File: src/rtl/vm2002_common_pkg.sv
// Shared vm2002 types: coin encoding, coin values and change-dispenser state.
package vm2002_common_pkg;

   typedef enum logic [1:0] {
      COIN_NONE = 2'd0,
      NICKEL    = 2'd1,
      DIME      = 2'd2,
      QUARTER   = 2'd3
   } coin_t;

   typedef enum logic [1:0] {
      IDLE,
      PICK,
      OFFER,
      FIN
   } changer_state_t;

   localparam logic [4:0] NICKEL_VAL  = 5'd5;
   localparam logic [4:0] DIME_VAL    = 5'd10;
   localparam logic [4:0] QUARTER_VAL = 5'd25;

   function automatic logic [4:0] coin_value(input coin_t c);
      logic [4:0] v;
      case (c)
         NICKEL:  v = NICKEL_VAL;
         DIME:    v = DIME_VAL;
         QUARTER: v = QUARTER_VAL;
         default: v = 5'd0;
      endcase
      return v;
   endfunction

endpackage

File: src/rtl/vm2002_coin_tube.sv
// One coin tube: count register with saturating refill, single-coin decrement and empty flag.
module vm2002_coin_tube #(
   parameter int unsigned CNT_W     = 5,
   parameter int unsigned MAX_COINS = 16,
   parameter int unsigned INIT      = 8
) (
   input  logic             clk,
   input  logic             rst,
   input  logic             add_en,
   input  logic [CNT_W-1:0] add_cnt,
   input  logic             dec,
   output logic [CNT_W-1:0] cnt,
   output logic             empty,
   output logic             ovf
);

   localparam logic [CNT_W:0] MAX_EXT = (CNT_W+1)'(MAX_COINS);

   logic [CNT_W:0] sum;

   assign sum   = {1'b0, cnt} + {1'b0, add_cnt};
   assign ovf   = (sum > MAX_EXT);
   assign empty = (cnt == '0);

   always_ff @(posedge clk or posedge rst) begin
      if (rst) begin
         cnt <= CNT_W'(INIT);
      end else if (add_en) begin
         cnt <= ovf ? CNT_W'(MAX_COINS) : sum[CNT_W-1:0];
      end else if (dec && !empty) begin
         cnt <= cnt - CNT_W'(1);
      end
   end

endmodule

File: src/rtl/vm2002_change_dispenser.sv
// Returns purchase balance as quarters/dimes/nickels over a per-coin valid/ready handshake,
// tracking one tube per denomination and reporting any amount it cannot pay.
module vm2002_change_dispenser
   import vm2002_common_pkg::*;
#(
   parameter int unsigned AMT_W     = 16,
   parameter int unsigned CNT_W     = 5,
   parameter int unsigned MAX_COINS = 16,
   parameter int unsigned INIT_Q    = 8,
   parameter int unsigned INIT_D    = 8,
   parameter int unsigned INIT_N    = 8
) (
   input  logic             clk,
   input  logic             hrst,
   input  logic             start,
   input  logic [AMT_W-1:0] balance,
   output logic             eject_valid,
   output coin_t            eject_coin,
   input  logic             eject_ready,
   output logic             busy,
   output logic             done,
   output logic             short_pay,
   output logic [AMT_W-1:0] owed,
   input  logic             refill_valid,
   input  coin_t            refill_coin,
   input  logic [CNT_W-1:0] refill_cnt,
   output logic             refill_err,
   output logic [CNT_W-1:0] q_cnt,
   output logic [CNT_W-1:0] d_cnt,
   output logic [CNT_W-1:0] n_cnt
);

   changer_state_t   state;
   logic [AMT_W-1:0] rem;
   logic             refill_ok, accept, refill_err_c, sel_ovf;
   logic             q_empty, d_empty, n_empty;
   logic             q_ovf, d_ovf, n_ovf;

   assign refill_ok = (state == IDLE) && refill_valid;
   assign accept    = (state == OFFER) && eject_valid && eject_ready;

   vm2002_coin_tube #(.CNT_W(CNT_W), .MAX_COINS(MAX_COINS), .INIT(INIT_Q)) u_tube_q (
      .clk(clk), .rst(hrst),
      .add_en(refill_ok && (refill_coin == QUARTER)), .add_cnt(refill_cnt),
      .dec(accept && (eject_coin == QUARTER)),
      .cnt(q_cnt), .empty(q_empty), .ovf(q_ovf)
   );

   vm2002_coin_tube #(.CNT_W(CNT_W), .MAX_COINS(MAX_COINS), .INIT(INIT_D)) u_tube_d (
      .clk(clk), .rst(hrst),
      .add_en(refill_ok && (refill_coin == DIME)), .add_cnt(refill_cnt),
      .dec(accept && (eject_coin == DIME)),
      .cnt(d_cnt), .empty(d_empty), .ovf(d_ovf)
   );

   vm2002_coin_tube #(.CNT_W(CNT_W), .MAX_COINS(MAX_COINS), .INIT(INIT_N)) u_tube_n (
      .clk(clk), .rst(hrst),
      .add_en(refill_ok && (refill_coin == NICKEL)), .add_cnt(refill_cnt),
      .dec(accept && (eject_coin == NICKEL)),
      .cnt(n_cnt), .empty(n_empty), .ovf(n_ovf)
   );

   // Refill is flagged when it lands outside IDLE, names no real coin, or saturates its tube.
   always_comb begin
      sel_ovf      = 1'b0;
      refill_err_c = 1'b0;
      case (refill_coin)
         QUARTER: sel_ovf = q_ovf;
         DIME:    sel_ovf = d_ovf;
         NICKEL:  sel_ovf = n_ovf;
         default: sel_ovf = 1'b0;
      endcase
      if (refill_valid) begin
         if ((state != IDLE) || (refill_coin == COIN_NONE)) refill_err_c = 1'b1;
         else                                               refill_err_c = sel_ovf;
      end
   end

   always_ff @(posedge clk or posedge hrst) begin
      if (hrst) begin
         state       <= IDLE;
         rem         <= '0;
         eject_valid <= 1'b0;
         eject_coin  <= COIN_NONE;
         busy        <= 1'b0;
         done        <= 1'b0;
         short_pay   <= 1'b0;
         owed        <= '0;
         refill_err  <= 1'b0;
      end else begin
         done       <= 1'b0;
         refill_err <= refill_err_c;
         case (state)
            IDLE: begin
               if (start) begin
                  rem       <= balance;
                  short_pay <= 1'b0;
                  owed      <= '0;
                  busy      <= 1'b1;
                  state     <= PICK;
               end
            end
            PICK: begin
               if ((rem >= AMT_W'(QUARTER_VAL)) && !q_empty) begin
                  eject_coin  <= QUARTER;
                  eject_valid <= 1'b1;
                  state       <= OFFER;
               end else if ((rem >= AMT_W'(DIME_VAL)) && !d_empty) begin
                  eject_coin  <= DIME;
                  eject_valid <= 1'b1;
                  state       <= OFFER;
               end else if ((rem >= AMT_W'(NICKEL_VAL)) && !n_empty) begin
                  eject_coin  <= NICKEL;
                  eject_valid <= 1'b1;
                  state       <= OFFER;
               end else begin
                  done  <= 1'b1;
                  state <= FIN;
                  if (rem != '0) begin
                     short_pay <= 1'b1;
                     owed      <= rem;
                  end
               end
            end
            OFFER: begin
               if (eject_ready) begin
                  eject_valid <= 1'b0;
                  rem         <= rem - AMT_W'(coin_value(eject_coin));
                  state       <= PICK;
               end
            end
            FIN: begin
               busy  <= 1'b0;
               state <= IDLE;
            end
            default: state <= IDLE;
         endcase
      end
   end

endmodule

File: config.mk
export PLATFORM = sky130hd
export DESIGN_NAME = vm2002_change_dispenser
export DESIGN_NICKNAME = d
export VERILOG_FILES = /design/src/rtl/vm2002_common_pkg.sv /design/src/rtl/vm2002_coin_tube.sv /design/src/rtl/vm2002_change_dispenser.sv
export SDC_FILE = /design/constraint.sdc
export NUM_CORES = 1
export LEC_CHECK = 0
export ABC_AREA = 0
export BUFFER_PORTS_ARGS = -buffer_cell sky130_fd_sc_hd__buf_2
export CORE_ASPECT_RATIO = 2
export CORE_MARGIN = 5
export CORE_UTILIZATION = 38
export CTS_BUF_LIST = sky130_fd_sc_hd__clkbuf_4 sky130_fd_sc_hd__clkbuf_8
export CTS_CLUSTER_DIAMETER = 80
export DETAILED_ROUTE_END_ITERATION = 10
export HOLD_SLACK_MARGIN = 0.06
export PLACE_DENSITY = 0.56
export RECOVER_POWER = 25
export SETUP_SLACK_MARGIN = 0.05
export SLEW_MARGIN = 25
export SYNTH_ARGS = -nofsm -noshare
export SYNTH_HDL_FRONTEND = slang
export SYNTH_HIERARCHICAL = 1
export SYNTH_SLANG_ARGS = --single-unit
File: constraint.sdc
create_clock -name clk -period 3.2 [get_ports clk]
set_clock_uncertainty 0.15 [all_clocks]
set_input_delay 0.16 -clock clk [delete_from_list [all_inputs] [get_ports clk]]
set_output_delay 0.16 -clock clk [all_outputs]
set_load 0.05 [all_outputs]
[Yosys cells after proc, flatten, opt, wreduce, memory -nomap -nowiden]
Cells that the tools add are included.
Word-level totals
  input port bits: 28
  bits in registers: 56
  output and inout bits: 38
  logic and storage cells: 131
Cells by class
  $add $sub $neg: 7
  equal/unequal tests: 16
  multiplexer cells: 50
  reductions and logical operators: 40
  $lt $le $gt $ge: 6
Operators with widths (number)
  $mux 16: 7
  $pmux 16 s2: 2
  $mux 5: 11
  $mux 1: 19
  $add 5x5->6: 3
  $gt 6x5->1 const B: 3
  $ge 16x3->1 const B: 1
  $ge 16x4->1 const B: 1
  $ge 16x5->1 const B: 1
  $reduce_bool 16->1: 1
  $reduce_bool 2->1: 8
  $sub 16x5->16: 1
  $logic_and 1x1->1: 15
  $logic_not 5->1: 3
  $pmux 5 s3: 1
  $sub 5x1->5 const B: 3
  $eq 2x2->1 const B: 6
  $ne 2x2->1 const B: 6
  $mux 2: 5
  $pmux 2 s4: 1
  $eq 2x1->1 const B: 3
  $pmux 1 s2: 3
  $reduce_and 2->1: 3
  $reduce_and 3->1: 2
  other kinds (7): 10

[Logic depth before layout (Yosys ltp)]
  word-level depth: 7
  gate-level depth with buffers: 11
  gate-level depth less buffers: 10

[Modules after synthesis]
Netlist, hierarchy kept.
Modules (own cells, without submodules)
  vm2002_change_dispenser: area each 2394.8 sq um, seq. area each 1026.0 sq um, times used 1, cells each 249
  vm2002_coin_tube: area each 541.8 sq um, seq. area each 126.4 sq um, times used 3, cells each 60

[Worst setup path after synthesis]
No wires, ideal clock.
  path type: register -> register
  start point: reg u_tube_q.cnt[0]
  end point: reg refill_err
  buffers on the path: 0
  data arrival time: 2585 ps
  data required time: 2914 ps
  clock period less this slack: 2871 ps
  setup slack: 329 ps
  stages on the path, launching flop included: 10
  library setup time: 136 ps
  cell sequence: dfrtp_1 ha_1 fa_1 or3_1 a221oi_1 and3_1 o22ai_2 mux2_2 o22ai_1 a21boi_0
On the way
  longest elaborated chain between the ends: 5
RTL lines
  from (decl): RTL line vm2002_coin_tube.sv:12  | output logic [CNT_W-1:0] cnt,
  from (signal assigned): RTL line vm2002_coin_tube.sv:27  | cnt <= CNT_W'(INIT);
  from (signal assigned): RTL line vm2002_coin_tube.sv:29  | cnt <= ovf ? CNT_W'(MAX_COINS) : sum[CNT_W-1:0];
  from (signal assigned): RTL line vm2002_coin_tube.sv:31  | cnt <= cnt - CNT_W'(1);
  $add 5x5->6: RTL line vm2002_coin_tube.sv:21  | assign sum = {1'b0, cnt} + {1'b0, add_cnt};
  $gt 6x5->1: RTL line vm2002_coin_tube.sv:22  | assign ovf = (sum > MAX_EXT);
  via q_ovf: RTL line vm2002_change_dispenser.sv:37  | logic q_ovf, d_ovf, n_ovf;
  $pmux 1 s3: RTL line vm2002_change_dispenser.sv:67  | case (refill_coin)
  $mux 1: RTL line vm2002_change_dispenser.sv:74  | if ((state != IDLE) || (refill_coin == COIN_NONE)) refill_err_c = 1'b1;
  $mux 1: RTL line vm2002_change_dispenser.sv:73  | if (refill_valid) begin
  via refill_err_c: RTL line vm2002_change_dispenser.sv:35  | logic refill_ok, accept, refill_err_c, sel_ovf;
  to (signal assigned): RTL line vm2002_change_dispenser.sv:92  | refill_err <= refill_err_c;
  to (decl): RTL line vm2002_change_dispenser.sv:27  | output logic refill_err,
The timed path passes the listed nets, and every way through them passes these cells.
A chain may end at the register's enable or synchronous reset.

[Final worst setup path]
  start point: reg u_tube_n.cnt[0]
  end point: reg refill_err
On the way
  longest elaborated chain between the ends: 5
RTL lines (RTL line)
  from (decl): vm2002_coin_tube.sv:12
  from (signal assigned): vm2002_coin_tube.sv:27
  from (signal assigned): vm2002_coin_tube.sv:29
  from (signal assigned): vm2002_coin_tube.sv:31
  $add 5x5->6: vm2002_coin_tube.sv:21
  $gt 6x5->1: vm2002_coin_tube.sv:22
  via n_ovf: vm2002_change_dispenser.sv:37
  $pmux 1 s3: vm2002_change_dispenser.sv:67
  $mux 1: vm2002_change_dispenser.sv:74
  $mux 1: vm2002_change_dispenser.sv:73
  via refill_err_c: vm2002_change_dispenser.sv:35
The timed path passes the listed nets, and every way through them passes these cells.

==> flow_metrics.env <==
export IMPL_cp_start_kind="flip-flop"
export IMPL_io_buffers=65
export IMPL_num_antenna_cells=0
export IMPL_hold_viol=0
export IMPL_outcome="complete, no violations"
export IMPL_syn_area_um2=4020
export IMPL_grt_antenna_before_repair=0
export IMPL_critical_path_max_fanout=4
export IMPL_ys_warn_count=6
export IMPL_routed_via_density=5.52
export IMPL_route_antenna_remaining_nets=0
export IMPL_period_share_pct=87.3
export IMPL_crit_path_cell_trace="ha_1, fa_1, or3_1, a221oi_1, and3_1, o22ai_2, mux2_2, o22ai_1, a21boi_0"
export IMPL_finalPower_mw=4.73
export IMPL_seq_area_frac_synth_pct=35.0
export IMPL_holdWs_ns=0.0854
export IMPL_worstPathRequired_ns=3.23
export IMPL_synthCells=429
export IMPL_core_um2=10400
export IMPL_cts_tree="done"
export IMPL_wl_um=11400
export IMPL_p_per_area_nw_per_um2=989
export IMPL_grt_pass1_wl_um=18200
export IMPL_area_delta_synth_final_pct=19.0
export IMPL_critical_path_max_stage_delay_ns=0.45
export IMPL_cp_top_family="adder cells"
export IMPL_fin_util_pct=46.0
export IMPL_grt_max_degree=32
export IMPL_start_util_pct=38.6
export IMPL_cts_max_level=2
export IMPL_nNetsFinal=574
export IMPL_layout_common_cells="buf_2 (62), dfrtp_1 (53), nand2_1 (36), inv_1 (33), ha_1 (30)"
export IMPL_dp_cells=625
export IMPL_maxCapViolations=0
export IMPL_path_class="reg -> reg"
export IMPL_finalSetupViolCount=0
export IMPL_arrival_ns=2.83
export IMPL_place_congestion=0.891
export IMPL_clkSlewWorstSetupHoldPaths_ns=0.11
export IMPL_slew_violations=0
export IMPL_die_w_um=82.7
export IMPL_async_flop_share_pct=100
export IMPL_cp_buffers_inverters=0
export IMPL_setup_tns_final_ns=0
export IMPL_grt_pass1_vias=3726
export IMPL_mostFrequentLayoutCell="buf_2"
export IMPL_cts_resized=0
export IMPL_ys_types=65
export IMPL_critPathSlowestCell="fa_1"
export IMPL_routed_via_count=3590
export IMPL_synth_net_count=491
export IMPL_cts_buffers=5
export IMPL_synth_area_top_cells="dfrtp_1 (33%), ha_1 (9.3%), xnor2_1 (3.7%), a22o_1 (3.5%), nand2_1 (3.4%)"
export IMPL_tightest_slew_ns=0.785
export IMPL_period_needed_ns=2.79
export IMPL_firstDrtPassIters=4
export IMPL_fp_dieH_um=155
export IMPL_overflow=0
export IMPL_num_rows=53
export IMPL_synth_edf_count=0
export IMPL_ys_flop_type="dfrtp_1"
export IMPL_cts_buffer_depth=2
export IMPL_grt_use_total_pct=18.4
export IMPL_hold_path_class="in -> reg"
export IMPL_max_clock_freq_mhz=358
export IMPL_yosys_area_top_type="dfrtp_1"
export IMPL_slew_limit_headroom_pct=47.3
export IMPL_p_leak_nw=2.23
export IMPL_dr_first_iter_drc_count=138
export IMPL_vdd_drop_max_mv=0.511
export IMPL_clk_latency_ns=0.32
export IMPL_numClockSinks=56
export IMPL_syn_avg_cell_area_um2=9.37
export IMPL_ios=66
export IMPL_synth_top_cell_area_share_pct=33.0
export IMPL_crit_path_end_kind="flip-flop"
export IMPL_cts_root_buf="clkbuf_8"
export IMPL_wl_per_cell_um=17.5
export IMPL_drc=0
export IMPL_nFillCells=1030
export IMPL_rsz0062_at_grt="no"
export IMPL_dieArea_um2=12900
export IMPL_drive_above_1_share_pct=19.9
export IMPL_hpwl_um=9180
export IMPL_fin_cells=650
export IMPL_ys_ff_latch=56
kinds of logic after synthesis:
| group | share of synthesized area, % |
|---|---|
| buffers and inverters | 5.07 |
| AOI/OAI and AO/OA | 22.7 |
| adders and majority gates | 11.3 |
| and+or+nand+nor | 19.4 |
| xor gates and xnor gates | 5.23 |
| muxes | 1.28 |
| DFF | 35.0 |
flip-flops by register name, indices dropped and copies added (netlist names):
register      cells
eject_valid       1
done              1
refill_err        1
owed             16
rem              16
eject_coin        2
u_tube_d/cnt      5
short_pay         1
busy              1
u_tube_n/cnt      5
u_tube_q/cnt      5
state             2
metrics by stage:
stage	instance area, um2	setup slack [ns]
6_report	4790	0.405
5_1_grt	4790	0.232
4_1_cts	4790	0.417
3_5_place_dp	4510	0.455
3_3_place_gp	4510	0.494
2_1_floorplan	4020	0.329
cell type report:
class / instances / area (um2) / share of cell area [%]
clock buffer: 5 / 68.8 / 1.44
clock inverter: 3 / 42.5 / 0.889
inverter: 36 / 135 / 2.82
multi-input combinational: 323 / 2410 / 50.4
sequential: 56 / 1410 / 29.4
tap: 137 / 171 / 3.58
timing repair buffer: 90 / 552 / 11.5
report_power, final:
part           internal (mW)  switching (mW)
clock network          0.232           0.251
logic                   1.12            1.83
registers              0.945           0.349
layer usage:
layer  up-vias  global-route usage (%)  wire, um
li1       1735                       -         -
met1      1728                    17.7      3860
met2        95                    35.5      6390
met3        32                    2.90       530
met4         0                    9.43       589
met5         -                       0         0
tightest hold or removal path, stage by stage:
cell	delay (ns)
buf_2	0.08
nor3b_1	0.17
a31oi_1	0.06
o41ai_1	0.06
path summary, 6_finish.rpt:
kind	startpoint	to	slack [ns]	depth (start not counted)
max reg2reg	u_tube_n/cnt[0]$_DFFE_PP0P_	refill_err$_DFF_PP0_	0.41	9
min reg2reg	owed[13]$_DFFE_PP0P_	owed[13]$_DFFE_PP0P_	0.35	1
min	balance[10]	rem[10]$_DFFE_PP0P_	0.09	4
max	u_tube_n/cnt[0]$_DFFE_PP0P_	refill_err$_DFF_PP0_	0.41	9
max in group asynchronous	hrst	eject_valid$_DFFE_PP0P_	1.86	4
min in group asynchronous	hrst	u_tube_d/cnt[2]$_DFFE_PP0P_	0.19	3
timing repair:
action / in CTS / in global routing
hold buffers: 17 / 0
buffers inserted: 0 / 0
setup endpoints to repair: 0 / 0
hold endpoints to repair: 51 / 0
Yosys cell counts, types with 8 or more instances:
master and n:
ha_1 30, inv_1 34, o21ai_0 13, xnor2_1 17
nor3_1 8, dfrtp_1 53, a22o_1 16, nand2_1 36
nor2_1 25, o22ai_1 16, nand3_1 8, a21oi_1 20
or3_1 8, clkbuf_1 10
No activity file was read; power rests on OpenSTA's default activity.
